`config.mk`:
```
export PLATFORM = sky130hd
export DESIGN_NAME = spi_regfile_peripheral_flat
export DESIGN_NICKNAME = d
export VERILOG_FILES = /design/src/rtl/spi_regfile_pkg.sv /design/src/rtl/spi_regfile_peripheral_if.sv /design/src/rtl/spi_input_sync.sv /design/src/rtl/spi_regfile_peripheral.sv /design/src/flat_wrapper.sv
export SDC_FILE = /design/constraint.sdc
export NUM_CORES = 1
export LEC_CHECK = 0
export BUFFER_PORTS_ARGS = -buffer_cell sky130_fd_sc_hd__buf_2
export CORE_MARGIN = 4
export CORE_UTILIZATION = 30
export DETAILED_ROUTE_END_ITERATION = 6
export GPL_TIMING_DRIVEN = 0
export PLACE_DENSITY_LB_ADDON = 0.05
export SKIP_LAST_GASP = 1
export SLEW_MARGIN = 25
export SYNTH_ARGS = -nofsm -noshare
export SYNTH_HDL_FRONTEND = slang
export SYNTH_SLANG_ARGS = --single-unit
export TNS_END_PERCENT = 5
```
`constraint.sdc`:
```
create_clock -name clk -period 5 [get_ports clk]
set_input_delay 0 -clock clk [delete_from_list [all_inputs] [get_ports clk]]
set_output_delay 0 -clock clk [all_outputs]
set_load 0.02 [all_outputs]
```
`src/rtl/spi_regfile_pkg.sv`:
```
// Shared types and helpers for the SPI register-file peripheral.
package spi_regfile_pkg;

  typedef logic [2:0] state_t;

  localparam state_t StIdle  = 3'd0;
  localparam state_t StCmd   = 3'd1;
  localparam state_t StWdata = 3'd2;
  localparam state_t StRdata = 3'd3;
  localparam state_t StDone  = 3'd4;

  // Frame width for the default 7-bit address / 8-bit data configuration.
  localparam int unsigned ADDR_W_DEF = 7;
  localparam int unsigned DATA_W_DEF = 8;
  localparam int unsigned FRAME_W    = 1 + ADDR_W_DEF + DATA_W_DEF;

  function automatic int unsigned clog2(input int unsigned v);
    int unsigned r;
    r = 0;
    for (int unsigned p = 1; p < v; p = p << 1) r++;
    return r;
  endfunction

endpackage

```
`src/rtl/spi_regfile_peripheral_if.sv`:
```
// SPI pin bundle: controller drives ncs/sclk/copi, peripheral drives cipo/cipo_oe.
interface spi_regfile_peripheral_if;
  logic ncs;
  logic sclk;
  logic copi;
  logic cipo;
  logic cipo_oe;

  modport master (output ncs, output sclk, output copi, input cipo, input cipo_oe);
  modport slave  (input ncs, input sclk, input copi, output cipo, output cipo_oe);
endinterface

```
`src/rtl/spi_input_sync.sv`:
```
// Multi-flop synchroniser for one asynchronous pin, with a configurable reset value.
module spi_input_sync #(
  parameter int unsigned STAGES    = 2,
  parameter logic        RESET_VAL = 1'b0
) (
  input  logic clk,
  input  logic rst_n,
  input  logic d_i,
  output logic q_o
);

  logic [STAGES-1:0] sync_q, sync_d;

  always_comb sync_d = {sync_q[STAGES-2:0], d_i};

  always_ff @(posedge clk or negedge rst_n) begin
    if (!rst_n) sync_q <= {STAGES{RESET_VAL}};
    else        sync_q <= sync_d;
  end

  assign q_o = sync_q[STAGES-1];

endmodule

```
`src/rtl/spi_regfile_peripheral.sv`:
```
// SPI Mode-0 target decoding framed writes/reads into a NUM_REGS x DATA_W register bank.
module spi_regfile_peripheral
  import spi_regfile_pkg::*;
#(
  parameter int unsigned ADDR_W      = 7,
  parameter int unsigned DATA_W      = 8,
  parameter int unsigned NUM_REGS    = 5,
  parameter int unsigned SYNC_STAGES = 2
) (
  input  logic                       clk,
  input  logic                       rst_n,
  spi_regfile_peripheral_if.slave    spi,
  input  logic                       err_clr,
  output logic [NUM_REGS*DATA_W-1:0] reg_q,
  output logic                       wr_strobe,
  output logic [ADDR_W-1:0]          wr_addr,
  output logic                       frame_err,
  output logic                       addr_err
);

  localparam int unsigned FrameW = 1 + ADDR_W + DATA_W;
  localparam int unsigned CmdW   = 1 + ADDR_W;
  localparam int unsigned SrW    = (CmdW > DATA_W) ? CmdW : DATA_W;
  localparam int unsigned CntW   = clog2(FrameW + 1);

  localparam logic [CntW-1:0] CntCmd       = CntW'(CmdW);
  localparam logic [CntW-1:0] CntCmdLast   = CntW'(CmdW - 1);
  localparam logic [CntW-1:0] CntFrameLast = CntW'(FrameW - 1);

  logic ncs_s, sclk_s, copi_s;

  spi_input_sync #(.STAGES(SYNC_STAGES), .RESET_VAL(1'b1)) u_sync_ncs (
    .clk(clk), .rst_n(rst_n), .d_i(spi.ncs), .q_o(ncs_s)
  );
  spi_input_sync #(.STAGES(SYNC_STAGES), .RESET_VAL(1'b0)) u_sync_sclk (
    .clk(clk), .rst_n(rst_n), .d_i(spi.sclk), .q_o(sclk_s)
  );
  spi_input_sync #(.STAGES(SYNC_STAGES), .RESET_VAL(1'b0)) u_sync_copi (
    .clk(clk), .rst_n(rst_n), .d_i(spi.copi), .q_o(copi_s)
  );

  logic ncs_q, sclk_q;
  logic cs_fall, cs_rise, sclk_rise, sclk_fall;

  assign cs_fall   =  ncs_q & ~ncs_s;
  assign cs_rise   = ~ncs_q &  ncs_s;
  assign sclk_rise = ~sclk_q &  sclk_s;
  assign sclk_fall =  sclk_q & ~sclk_s;

  state_t                      state_q, state_d;
  logic [CntW-1:0]             cnt_q, cnt_d;
  logic [SrW-2:0]              sr_q, sr_d;
  logic [SrW-1:0]              sr_shift;
  logic [ADDR_W-1:0]           addr_q, addr_d;
  logic [DATA_W-1:0]           shadow_q, shadow_d;
  logic                        oe_q, oe_d;
  logic [NUM_REGS*DATA_W-1:0]  reg_d;
  logic                        wr_strobe_q, wr_strobe_d;
  logic [ADDR_W-1:0]           wr_addr_q, wr_addr_d;
  logic                        frame_err_q, frame_err_d;
  logic                        addr_err_q, addr_err_d;
  logic                        frame_set, addr_set;
  logic [DATA_W-1:0]           rd_val;

  assign sr_shift = {sr_q, copi_s};

  function automatic logic in_range(input logic [ADDR_W-1:0] a);
    return 32'(a) < NUM_REGS;
  endfunction

  // Read lookup uses the address as it completes on the last header bit.
  always_comb begin
    rd_val = '0;
    for (int i = 0; i < int'(NUM_REGS); i++) begin
      if (sr_shift[ADDR_W-1:0] == ADDR_W'(i)) rd_val = reg_q[i*DATA_W +: DATA_W];
    end
  end

  always_comb begin
    state_d     = state_q;
    cnt_d       = cnt_q;
    sr_d        = sr_q;
    addr_d      = addr_q;
    shadow_d    = shadow_q;
    oe_d        = oe_q;
    reg_d       = reg_q;
    wr_strobe_d = 1'b0;
    wr_addr_d   = wr_addr_q;
    frame_set   = 1'b0;
    addr_set    = 1'b0;

    if (cs_rise) begin
      state_d   = StIdle;
      oe_d      = 1'b0;
      shadow_d  = '0;
      frame_set = (state_q == StCmd) || (state_q == StWdata) || (state_q == StRdata);
    end else begin
      case (state_q)
        StIdle: begin
          if (cs_fall) begin
            state_d = StCmd;
            cnt_d   = '0;
          end
        end
        StCmd: begin
          if (sclk_rise) begin
            sr_d  = sr_shift[SrW-2:0];
            cnt_d = cnt_q + 1'b1;
            if (cnt_q == CntCmdLast) begin
              addr_d = sr_shift[ADDR_W-1:0];
              if (sr_shift[ADDR_W]) begin
                state_d = StWdata;
              end else begin
                state_d  = StRdata;
                oe_d     = 1'b1;
                shadow_d = rd_val;
                addr_set = !in_range(sr_shift[ADDR_W-1:0]);
              end
            end
          end
        end
        StWdata: begin
          if (sclk_rise) begin
            sr_d  = sr_shift[SrW-2:0];
            cnt_d = cnt_q + 1'b1;
            if (cnt_q == CntFrameLast) begin
              state_d = StDone;
              if (in_range(addr_q)) begin
                wr_strobe_d = 1'b1;
                wr_addr_d   = addr_q;
                for (int i = 0; i < int'(NUM_REGS); i++) begin
                  if (addr_q == ADDR_W'(i)) reg_d[i*DATA_W +: DATA_W] = sr_shift[DATA_W-1:0];
                end
              end else begin
                addr_set = 1'b1;
              end
            end
          end
        end
        StRdata: begin
          if (sclk_rise) begin
            sr_d  = sr_shift[SrW-2:0];
            cnt_d = cnt_q + 1'b1;
            if (cnt_q == CntFrameLast) state_d = StDone;
          end else if (sclk_fall && (cnt_q > CntCmd)) begin
            // The fall before the first data rise must keep the freshly loaded MSB.
            shadow_d = shadow_q << 1;
          end
        end
        StDone: ;
        default: state_d = StIdle;
      endcase
    end

    frame_err_d = frame_set | (frame_err_q & ~err_clr);
    addr_err_d  = addr_set  | (addr_err_q  & ~err_clr);
  end

  always_ff @(posedge clk or negedge rst_n) begin
    if (!rst_n) begin
      ncs_q       <= 1'b1;
      sclk_q      <= 1'b0;
      state_q     <= StIdle;
      cnt_q       <= '0;
      sr_q        <= '0;
      addr_q      <= '0;
      shadow_q    <= '0;
      oe_q        <= 1'b0;
      reg_q       <= '0;
      wr_strobe_q <= 1'b0;
      wr_addr_q   <= '0;
      frame_err_q <= 1'b0;
      addr_err_q  <= 1'b0;
    end else begin
      ncs_q       <= ncs_s;
      sclk_q      <= sclk_s;
      state_q     <= state_d;
      cnt_q       <= cnt_d;
      sr_q        <= sr_d;
      addr_q      <= addr_d;
      shadow_q    <= shadow_d;
      oe_q        <= oe_d;
      reg_q       <= reg_d;
      wr_strobe_q <= wr_strobe_d;
      wr_addr_q   <= wr_addr_d;
      frame_err_q <= frame_err_d;
      addr_err_q  <= addr_err_d;
    end
  end

  assign spi.cipo    = oe_q & shadow_q[DATA_W-1];
  assign spi.cipo_oe = oe_q;
  assign wr_strobe   = wr_strobe_q;
  assign wr_addr     = wr_addr_q;
  assign frame_err   = frame_err_q;
  assign addr_err    = addr_err_q;

endmodule

```
`src/flat_wrapper.sv`:
```
// flat-port wrapper written by rule: the top's interface ports become plain ports
module spi_regfile_peripheral_flat import spi_regfile_pkg::*;
#(
  parameter int unsigned ADDR_W      = 7,
  parameter int unsigned DATA_W      = 8,
  parameter int unsigned NUM_REGS    = 5,
  parameter int unsigned SYNC_STAGES = 2
)
  (clk, rst_n, err_clr, reg_q, wr_strobe, wr_addr, frame_err, addr_err, spi_ncs, spi_sclk, spi_copi, spi_cipo, spi_cipo_oe);
  spi_regfile_peripheral_if spi_i ();
  input  logic clk;
  input  logic rst_n;
  input  logic err_clr;
  output logic [NUM_REGS*DATA_W-1:0] reg_q;
  output logic wr_strobe;
  output logic [ADDR_W-1:0] wr_addr;
  output logic frame_err;
  output logic addr_err;
  input wire logic [$bits(spi_i.ncs)-1:0] spi_ncs;
  input wire logic [$bits(spi_i.sclk)-1:0] spi_sclk;
  input wire logic [$bits(spi_i.copi)-1:0] spi_copi;
  output wire logic [$bits(spi_i.cipo)-1:0] spi_cipo;
  output wire logic [$bits(spi_i.cipo_oe)-1:0] spi_cipo_oe;
  assign spi_i.ncs = spi_ncs;
  assign spi_i.sclk = spi_sclk;
  assign spi_i.copi = spi_copi;
  assign spi_cipo = spi_i.cipo;
  assign spi_cipo_oe = spi_i.cipo_oe;
  spi_regfile_peripheral #(.ADDR_W(ADDR_W), .DATA_W(DATA_W), .NUM_REGS(NUM_REGS), .SYNC_STAGES(SYNC_STAGES)) u_core (.clk(clk), .rst_n(rst_n), .spi(spi_i), .err_clr(err_clr), .reg_q(reg_q), .wr_strobe(wr_strobe), .wr_addr(wr_addr), .frame_err(frame_err), .addr_err(addr_err));
endmodule
```
==> flow_metrics.py, run 1 <==
metrics = {
    "critical_path": {
        "worstPathRequired_ps": 5230,
        "cp.arrival_ps": 2900,
        "start_kind": "register",
        "crit_type": "register to register",
        "worst-path-max-fanout": 8,
        "worstSetupEndpointType": "register",
    },
    "place": {
        "port_buffers": 57,
        "routabilityCongestion": 0.795,
        "hpwl_um": 7090,
        "dp_slack_ps": 2320,
        "place_area_mm2": 0.00456,
    },
    "routing": {
        "drt-initial-drc-count": 116,
        "drt-total-wl_um": 10200,
        "ant_nets": 0,
        "drc": 0,
        "via_count": 2733,
        "post_drt_wl_per_cell_um": 17.8,
        "vias_per_cell": 4.79,
        "dr.pass1.iters": 4,
    },
    "floorplanning": {
        "initial_core_util_pct": 30.5,
        "core_area_mm2": 0.0132,
        "die-width_um": 124,
        "ios": 58,
        "die_area_mm2": 0.0153,
        "placementRows": 42,
        "die_h_um": 124,
    },
    "layout": {
        "antennaDiodeCount": 0,
        "fill_cells": 1309,
        "final_core_util_pct": 37.0,
        "area_delta_synth_final_pct": 21.6,
        "fin_nets": 399,
        "final_area_mm2": 0.00488,
        "drive_gt1_share_pct": 40.5,
    },
    "synthesis": {
        "async_reset_ff_share_pct": 100,
        "synth-seq-cells": 89,
        "ys_seq_area_share_pct": 55.5,
        "synth_warnings": 0,
        "syn_area_mm2": 0.00402,
        "ys_types": 51,
        "syn_inst": 316,
        "synth_nets": 325,
        "ys.flop_type": "dfrtp_1",
        "avgSynthCellArea_um2": 12.7,
        "synth_edf_count": 0,
    },
    "sta": {
        "hold_violations": 0,
        "rsz0062_at_grt": "no",
        "min_period_over_period_pct": 53.4,
        "setup_violations": 0,
        "worst_pin_slew_ps": 626,
        "finalClockSkew_ps": 7.52,
        "setup_ws_ps": 2330,
        "whs_ps": 74.0,
        "maxSlewHeadroom_pct": 57.7,
        "slew_viol_final": 0,
        "setup_tns_ps": 0,
        "final.min_clock_period_ps": 2670,
        "clock.fmax_mhz": 374,
    },
    "clock_network": {
        "post_cts_buffers": 0,
        "cts_buffers": 9,
        "clk_latency_ps": 350,
        "cts_sinks": 89,
        "h-tree-depth": 3,
        "cts_tree": "built",
        "cts_buffer_depth": 2,
        "cts_root_buffer": "clkbuf_16",
        "clkTransAtPathRegs_ps": 60,
    },
    "run": {
        "cap_viol_max_count": 0,
    },
    "global_route": {
        "grt_overflow": 0,
        "grt_pass1_wl_um": 16400,
        "grt_max_degree": 71,
        "grt_usage_pct": 14.4,
        "antenna_found_initial": 0,
        "first_global_vias": 2764,
    },
    "outcome": {
        "status": "completed",
    },
    "power_and_ir_drop": {
        "peakVddDrop_uv": 145,
        "p_leak_nw": 2.39,
        "p_per_area_mw_per_mm2": 352,
    },
    "hold_path": {
        "hold_path_class": "input pin to asynchronous set/reset pin",
    },
}
==> per-stage QoR <==
step                      cells  power, W
after floorplan             316  0.000987
after global placement      549   0.00110
after detailed placement    550   0.00110
after CTS                   571   0.00175
after global routing        571   0.00181
final                       571   0.00172
==> worst max-delay path, cell delays in order (launching register included) <==
cell	delay [ps]
dfrtp_1	400
ha_1	200
and3_1	170
ha_1	200
and4bb_2	270
and4_4	270
nand2_4	100
nor3b_4	550
mux2_2	400
==> kinds of logic after synthesis <==
group	Yosys count	share of synthesized area [%]
buffers and inverters	22	2.34
and+or+nand+nor	77	12.0
muxes	71	19.7
AOI/OAI and AO/OA	51	8.84
adders and majority gates	3	0.934
DFF	89	55.5
xor gates and xnor gates	3	0.654
==> report_power, final <==
group	total, W	leakage (nW)	internal (W)	switching [W]
clock	0.000630	0.129	0.000339	0.000291
combinational	0.000228	1.06	0.0000976	0.000130
sequential	0.000861	1.20	0.000769	0.0000917
==> state kept, by name, indices dropped and copies added (netlist names), 2 cells and up <==
signal / flops
u_core.u_sync_sclk.sync_q: 2
u_core.wr_addr: 7
u_core.u_sync_ncs.sync_q: 2
u_core.cnt_q: 5
u_core.state_q: 3
u_core.sr_q: 7
u_core.reg_q: 40
u_core.u_sync_copi.sync_q: 2
u_core.shadow_q: 8
u_core.addr_q: 7
==> placed cells by master, fill, tap and decap left out, drive strengths merged, types with 5 or more instances in the layout <==
cell	count
dfrtp	86
buf	67
mux2	65
clkbuf	18
a21oi	16
nor2	15
nand2	15
o2bb2ai	13
and2	8
inv	7
nand2b	6
o21ai	6
mux2i	6
nor3	5
dlygate4sd3	5
==> final timing paths <==
check | cells past startpoint | slack [ps] | startpoint | end
setup / recovery | 8 | 2330 | u_core.cnt_q[1]$_DFFE_PN0P_ | u_core.reg_q[21]$_DFFE_PN0P_
hold / removal | 2 | 70 | rst_n | u_core.wr_addr[4]$_DFFE_PN0P_
setup reg to reg | 8 | 2330 | u_core.cnt_q[1]$_DFFE_PN0P_ | u_core.reg_q[21]$_DFFE_PN0P_
hold reg to reg | 0 | 350 | u_core.u_sync_sclk.sync_q[0]$_DFF_PN0_ | u_core.u_sync_sclk.sync_q[1]$_DFF_PN0_
max in group asynchronous | 3 | 4320 | rst_n | u_core.sr_q[4]$_DFFE_PN0P_
min in group clk | 2 | 300 | spi_copi | u_core.u_sync_copi.sync_q[0]$_DFF_PN0_
==> metal layers <==
metal | up-vias | track usage (%) | part of all wire, %
li1 | 1301 | - | -
met2 | 55 | 19.4 | 42
met4 | 0 | 5.81 | 1.9
met3 | 12 | 3.13 | 3.9
met5 | - | 0 | 0
met1 | 1365 | 22.1 | 53
==> synth_stat cells, types with 5 or more instances <==
cell | count | area (µm²)
dfrtp_1 | 86 | 2150
clkbuf_1 | 8 | 30.0
buf_2 | 9 | 45.0
a21oi_1 | 15 | 75.1
nand2_1 | 14 | 52.6
mux2i_1 | 6 | 60.1
nand2b_1 | 6 | 37.5
o2bb2ai_1 | 13 | 114
and2_1 | 8 | 50.1
nor3_1 | 5 | 25.0
inv_1 | 5 | 18.8
mux2_2 | 65 | 732
o21ai_0 | 6 | 30.0
nor2_1 | 15 | 56.3
==> cell type report <==
cell class	instances	area (µm²)	area share, %
Clock buffer	10	229	4.69
Multi-Input combinational cell	205	1700	34.8
Buffer	17	75.1	1.54
Sequential cell	89	2230	45.7
Inverter	5	18.8	0.384
Tap cell	176	220	4.51
Timing Repair Buffer	63	369	7.56
Clock inverter	6	42.5	0.871
==> what timing repair did <==
item                                   in CTS  in global routing
hold buffers                                5                  0
resized for setup                           0                  0
endpoints found under the hold margin      94                  0
setup endpoints to repair                   0                  0
No activity file was read; power rests on OpenSTA's default activity.
==> inputs of run 2 (changes only) <==
Clock period 5 ns to 2.5 ns, I/O delays scaled along.
==> run 2 against run 1 <==
  * Setup slack got worse by 2300 ps
  * Largest power group unchanged
  * Sequential share of layout area fell by 0.29 points
  * Sequential cell count unchanged
  * Power increased by 100%
==> flow_metrics.py, run 2 (synthesis gave the netlist of run 1 again) <==
metrics = {
    "critical_path": {
        "critical_path.max_stage_delay_ps": 440,
        "crit_chain": "ha_1 > and3_1 > ha_2 > and4bb_2 > and4_4 > nand3_1 > mux2_2",
        "slowest_stage": "mux2_2",
        "cp.arrival_ps": 2710,
        "start_kind": "register",
        "worstPathRequired_ps": 2730,
        "reg2reg_depth": 7,
        "r2r_setup_slack_ps": 20,
        "timing.rr.end": "u_core.reg_q[36]$_DFFE_PN0P_",
        "worst-path-max-fanout": 9,
        "worstSetupEndpointType": "register",
        "crit_type": "register to register",
        "r2r_start": "u_core.cnt_q[1]$_DFFE_PN0P_",
    },
    "layout": {
        "largest_reg_flops": 40,
        "final_cell_mix": "dfrtp_1 (86), mux2_2 (65), buf_2 (64), nor2_1 (15), a21oi_1 (15)",
        "regMostFlops": "u_core.reg_q",
        "fin_nets": 400,
        "antennaDiodeCount": 0,
        "area_delta_synth_final_pct": 22.4,
        "final_area_mm2": 0.00492,
        "final_common_cell": "dfrtp_1",
        "top_regs": "u_core.reg_q x40, u_core.shadow_q x8",
        "fill_cells": 1306,
        "drive_gt1_share_pct": 41.2,
    },
    "clock_network": {
        "cts_root_buffer": "clkbuf_16",
        "cts_buffer_depth": 2,
        "cts_buffers": 9,
        "h-tree-depth": 3,
        "cts_sinks": 89,
        "clkTransAtPathRegs_ps": 60,
        "cts_tree": "built",
        "clk_latency_ps": 350,
    },
    "hold_path": {
        "hold_path_class": "input pin to asynchronous set/reset pin",
    },
    "power_and_ir_drop": {
        "peakVddDrop_uv": 292,
        "p_per_area_mw_per_mm2": 700,
        "fin_total_pwr_w": 0.00344,
        "p_leak_nw": 2.40,
    },
    "place": {
        "hpwl_um": 7090,
        "place_area_mm2": 0.00456,
        "dp_slack_ps": -180,
        "routabilityCongestion": 0.795,
        "port_buffers": 57,
    },
    "floorplanning": {
        "die_h_um": 124,
        "die-width_um": 124,
        "core_area_mm2": 0.0132,
        "initial_core_util_pct": 30.5,
        "ios": 58,
        "die_area_mm2": 0.0153,
        "placementRows": 42,
    },
    "routing": {
        "dr.pass1.iters": 4,
        "drt-total-wl_um": 10200,
        "dr_wl_met3_um": 380,
        "wl_met2_um": 4270,
        "ant_nets": 0,
        "drt-initial-drc-count": 105,
        "met1_length_um": 5360,
        "drc": 0,
        "post_drt_wl_per_cell_um": 17.8,
        "via_count": 2739,
        "vias_per_cell": 4.79,
        "topRoutingLayerUsed": "met4",
    },
    "global_route": {
        "first_global_vias": 2777,
        "antenna_found_initial": 0,
        "grt_max_degree": 71,
        "grt_overflow": 0,
        "grt_pass1_wl_um": 16400,
        "grt_usage_pct": 14.4,
    },
    "sta": {
        "clock.fmax_mhz": 404,
        "setup_tns_ps": 0,
        "final.min_clock_period_ps": 2480,
        "slew_viol_final": 0,
        "setup_violations": 0,
        "finalClockSkew_ps": 6.44,
        "min_period_over_period_pct": 99.0,
        "whs_ps": 72.4,
        "setup_ws_ps": 24.6,
        "hold_violations": 0,
        "worst_pin_slew_ps": 630,
        "maxSlewHeadroom_pct": 57.4,
        "rsz0062_at_grt": "yes",
    },
    "run": {
        "cap_viol_max_count": 0,
    },
    "outcome": {
        "status": "completed",
    },
}
[run 2: cell count changes in the layout (fill, tap and decap cells not counted), sizes merged]
cell | before | now
buf | 67 | 68
[run 2: power by group]
group	switching, W	leakage (nW)	internal (W)	total [W]
combinational	0.000262	1.07	0.000196	0.000458
sequential	0.000185	1.20	0.00154	0.00172
clock	0.000584	0.129	0.000678	0.00126
total	0.00103	2.40	0.00241	0.00344
[run 2: cell type report]
class / instances / area, µm² / share of cell area, %
Sequential cell: 89 / 2230 / 45.4
Multi-Input combinational cell: 205 / 1710 / 34.7
Timing Repair Buffer: 64 / 389 / 7.92
Clock buffer: 10 / 229 / 4.66
Tap cell: 176 / 220 / 4.48
Buffer: 17 / 77.6 / 1.58
Clock inverter: 6 / 42.5 / 0.865
Inverter: 5 / 18.8 / 0.382
[run 2: worst max path at each step]
stage | from | end | slack [ps] | cells past startpoint
finish | u_core.cnt_q[1]$_DFFE_PN0P_ | u_core.reg_q[36]$_DFFE_PN0P_ | 20 | 7
global route | u_core.cnt_q[1]$_DFFE_PN0P_ | u_core.reg_q[37]$_DFFE_PN0P_ | -130 | 7
CTS | u_core.cnt_q[0]$_DFFE_PN0P_ | u_core.reg_q[15]$_DFFE_PN0P_ | -80 | 8
detailed placement | u_core.cnt_q[0]$_DFFE_PN0P_ | u_core.reg_q[16]$_DFFE_PN0P_ | -180 | 8
global placement | u_core.cnt_q[0]$_DFFE_PN0P_ | u_core.reg_q[21]$_DFFE_PN0P_ | -180 | 8
floorplan | u_core.cnt_q[0]$_DFFE_PN0P_ | u_core.reg_q[16]$_DFFE_PN0P_ | 240 | 8
[run 2: layer usage]
metal	GRT usage [%]	up-vias
li1	-	1308
met1	22.2	1372
met2	19.4	46
met3	3.13	13
met4	5.81	0
met5	0	-
[run 2: stage by stage]
step	utilization [%]	cells
2_1_floorplan	-	316
3_3_place_gp	34.3	549
3_5_place_dp	34.5	550
4_1_cts	37.1	572
5_1_grt	37.3	572
6_report	37.3	572
[run 2: what timing repair did]
item	in CTS	in global routing
pin swaps	1	0
setup endpoints to repair	24	40
resized for setup	0	4
buffers inserted	1	0
hold buffers	5	0
endpoints found under the hold margin	94	0
[run 2: worst max-delay path: cells and delay by family, from the launching register on]
| kind | cells | cell delay, ps |
|---|---|---|
| AND/OR/NAND/NOR | 4 | 1140 |
| multiplexers | 1 | 440 |
| adder cells (fa/ha/maj) | 2 | 390 |
| flip-flops | 1 | 400 |
==> inputs of run 3 (changes only) <==
Settings changed: CORE_MARGIN 4 to not set.
==> run 3 against run 2 <==
  * Core utilization is 1.8 points higher
  * Clock power increased by 21%
  * Count of clock-buffer cells in the layout grew 2
  * Setup slack about the same
  * Die area down 9.5%
  * Cell count decreased by 0.35%
  * Wire length fell by 0.13%
  * Worst hold slack improved by 34 ps
  * Via count increased by 0.11%
  * Critical endpoint is now u_core.reg_q[39]$_DFFE_PN0P_
  * Highest routed layer unchanged
==> flow_metrics.py, run 3 (synthesis gave the netlist of run 1 again) <==
metrics = {
    "layout": {
        "fill_cells": 1270,
        "final_cell_mix": "dfrtp_1 (86), buf_2 (64), mux2_2 (64), nor2_1 (15), a21oi_1 (15)",
        "final_area_mm2": 0.00501,
        "largest_reg_flops": 40,
        "top_regs": "u_core.reg_q x40, u_core.shadow_q x8",
        "fin_nets": 402,
        "stdcell_count": 570,
        "drive_gt1_share_pct": 41.7,
        "final_common_cell": "dfrtp_1",
        "regMostFlops": "u_core.reg_q",
        "area_delta_synth_final_pct": 24.6,
        "antennaDiodeCount": 0,
    },
    "outcome": {
        "status": "completed",
    },
    "floorplanning": {
        "die-width_um": 118,
        "placementRows": 41,
        "die_h_um": 118,
        "initial_core_util_pct": 31.3,
        "ios": 58,
        "core_area_mm2": 0.0128,
        "die_area_mm2": 0.0139,
    },
    "sta": {
        "setup_ws_ps": 24.3,
        "final.min_clock_period_ps": 2480,
        "min_period_over_period_pct": 99.0,
        "worst_pin_slew_ps": 1040,
        "slew_viol_final": 0,
        "maxSlewHeadroom_pct": 29.9,
        "hold_violations": 0,
        "clock.fmax_mhz": 404,
        "rsz0062_at_grt": "yes",
        "setup_tns_ps": 0,
        "setup_violations": 0,
        "finalClockSkew_ps": 9.44,
    },
    "critical_path": {
        "critPathBufInv": 0,
        "r2r_start": "u_core.cnt_q[0]$_DFFE_PN0P_",
        "crit_path_frequent_cell": "ha_2",
        "worstPathRequired_ps": 2720,
        "worst-path-max-fanout": 9,
        "slowest_stage": "mux2_2",
        "timing.rr.end": "u_core.reg_q[39]$_DFFE_PN0P_",
        "r2r_setup_slack_ps": 20,
        "crit_chain": "ha_2 > and3_1 > ha_2 > and4bb_2 > and4_4 > nand3_1 > mux2_2",
        "critical_path.max_stage_delay_ps": 430,
        "cp.arrival_ps": 2700,
        "crit_type": "register to register",
        "start_kind": "register",
        "cp_top_family": "simple AND/OR/NAND/NOR gates",
        "worstSetupEndpointType": "register",
        "reg2reg_depth": 7,
    },
    "routing": {
        "ant_nets": 0,
        "drc": 0,
        "post_drt_wl_per_cell_um": 17.9,
        "vias_per_cell": 4.81,
        "dr.pass1.iters": 4,
        "via_count": 2742,
        "drt-total-wl_um": 10200,
        "drt-initial-drc-count": 129,
    },
    "global_route": {
        "grt_overflow": 0,
        "grt_max_degree": 61,
        "grt_usage_pct": 15.6,
        "grt_pass1_wl_um": 16400,
        "first_global_vias": 2826,
        "antenna_found_initial": 0,
    },
    "power_and_ir_drop": {
        "peakVddDrop_uv": 343,
        "p_leak_nw": 2.45,
        "p_per_area_mw_per_mm2": 741,
    },
    "clock_network": {
        "cts_sinks": 89,
        "cts_buffers": 9,
        "cts_tree": "built",
        "cts_buffer_depth": 2,
        "clkTransAtPathRegs_ps": 60,
        "cts_root_buffer": "clkbuf_16",
        "clk_latency_ps": 340,
        "h-tree-depth": 3,
    },
    "place": {
        "place_area_mm2": 0.00455,
        "dp_cells": 546,
        "routabilityCongestion": 0.752,
        "dp_slack_ps": -128,
        "port_buffers": 57,
        "hpwl_um": 7000,
    },
    "hold_path": {
        "hold_path_class": "input pin to asynchronous set/reset pin",
    },
    "run": {
        "cap_viol_max_count": 0,
    },
}
==> run 3: per-stage QoR <==
stage | hold slack (ps) | total power, W | utilization (%)
5_1_grt | 131 | 0.00390 | 39.0
2_1_floorplan | -296 | 0.00197 | -
3_5_place_dp | -97.5 | 0.00220 | 35.5
3_3_place_gp | 106 | 0.00219 | 35.2
4_1_cts | 111 | 0.00376 | 38.7
6_report | 106 | 0.00371 | 39.0
==> run 3: repair_timing <==
item                       in CTS  in global routing
setup endpoints to repair      24                 52
buffers inserted                1                  2
hold buffers                    5                  0
hold endpoints to repair       94                  0
gates cloned                    0                  0
resized for setup               0                  8
pin swaps                       1                  2
==> run 3: layout make-up <==
class / instances / area, µm² / share of cell area [%]
sequential: 89 / 2230 / 44.6
multi-input combinational: 205 / 1720 / 34.3
inverter: 5 / 18.8 / 0.375
tap: 172 / 215 / 4.30
timing repair buffer: 66 / 404 / 8.07
clock buffer: 12 / 267 / 5.32
buffer: 17 / 81.3 / 1.62
clock inverter: 4 / 73.8 / 1.47
==> run 3: worst max path at each step <==
stage	startpoint	endpoint	slack [ps]	cells past startpoint
after floorplan	u_core.cnt_q[0]$_DFFE_PN0P_	u_core.reg_q[16]$_DFFE_PN0P_	240	8
after global placement	u_core.cnt_q[0]$_DFFE_PN0P_	u_core.reg_q[13]$_DFFE_PN0P_	-90	8
after detailed placement	u_core.cnt_q[0]$_DFFE_PN0P_	u_core.reg_q[18]$_DFFE_PN0P_	-130	8
after CTS	u_core.cnt_q[0]$_DFFE_PN0P_	u_core.reg_q[13]$_DFFE_PN0P_	-120	8
after global routing	u_core.cnt_q[0]$_DFFE_PN0P_	u_core.reg_q[16]$_DFFE_PN0P_	-100	9
final	u_core.cnt_q[0]$_DFFE_PN0P_	u_core.reg_q[39]$_DFFE_PN0P_	20	7
==> run 3: per-layer routing <==
layer  global-route usage, %  wire [µm]  vias up  share of wire [%]
met1                    22.7       5120     1359                 50
met3                    3.20        472       10                4.6
met4                    7.61        213        0                2.1
met2                    21.9       4370       59                 43
met5                       0          0        -                  0
li1                        -          -     1314                  -
==> run 3: worst register-to-register path, stage by stage (launching register included) <==
cell,delay (ps)
dfrtp_1,400
ha_2,200
and3_1,170
ha_2,200
and4bb_2,260
and4_4,270
nand3_1,420
mux2_2,440
==> run 3: where the power goes <==
group / switching [W] / internal, W / total, W
combinational: 0.000258 / 0.000200 / 0.000458
clock: 0.000566 / 0.000958 / 0.00152
sequential: 0.000193 / 0.00154 / 0.00173
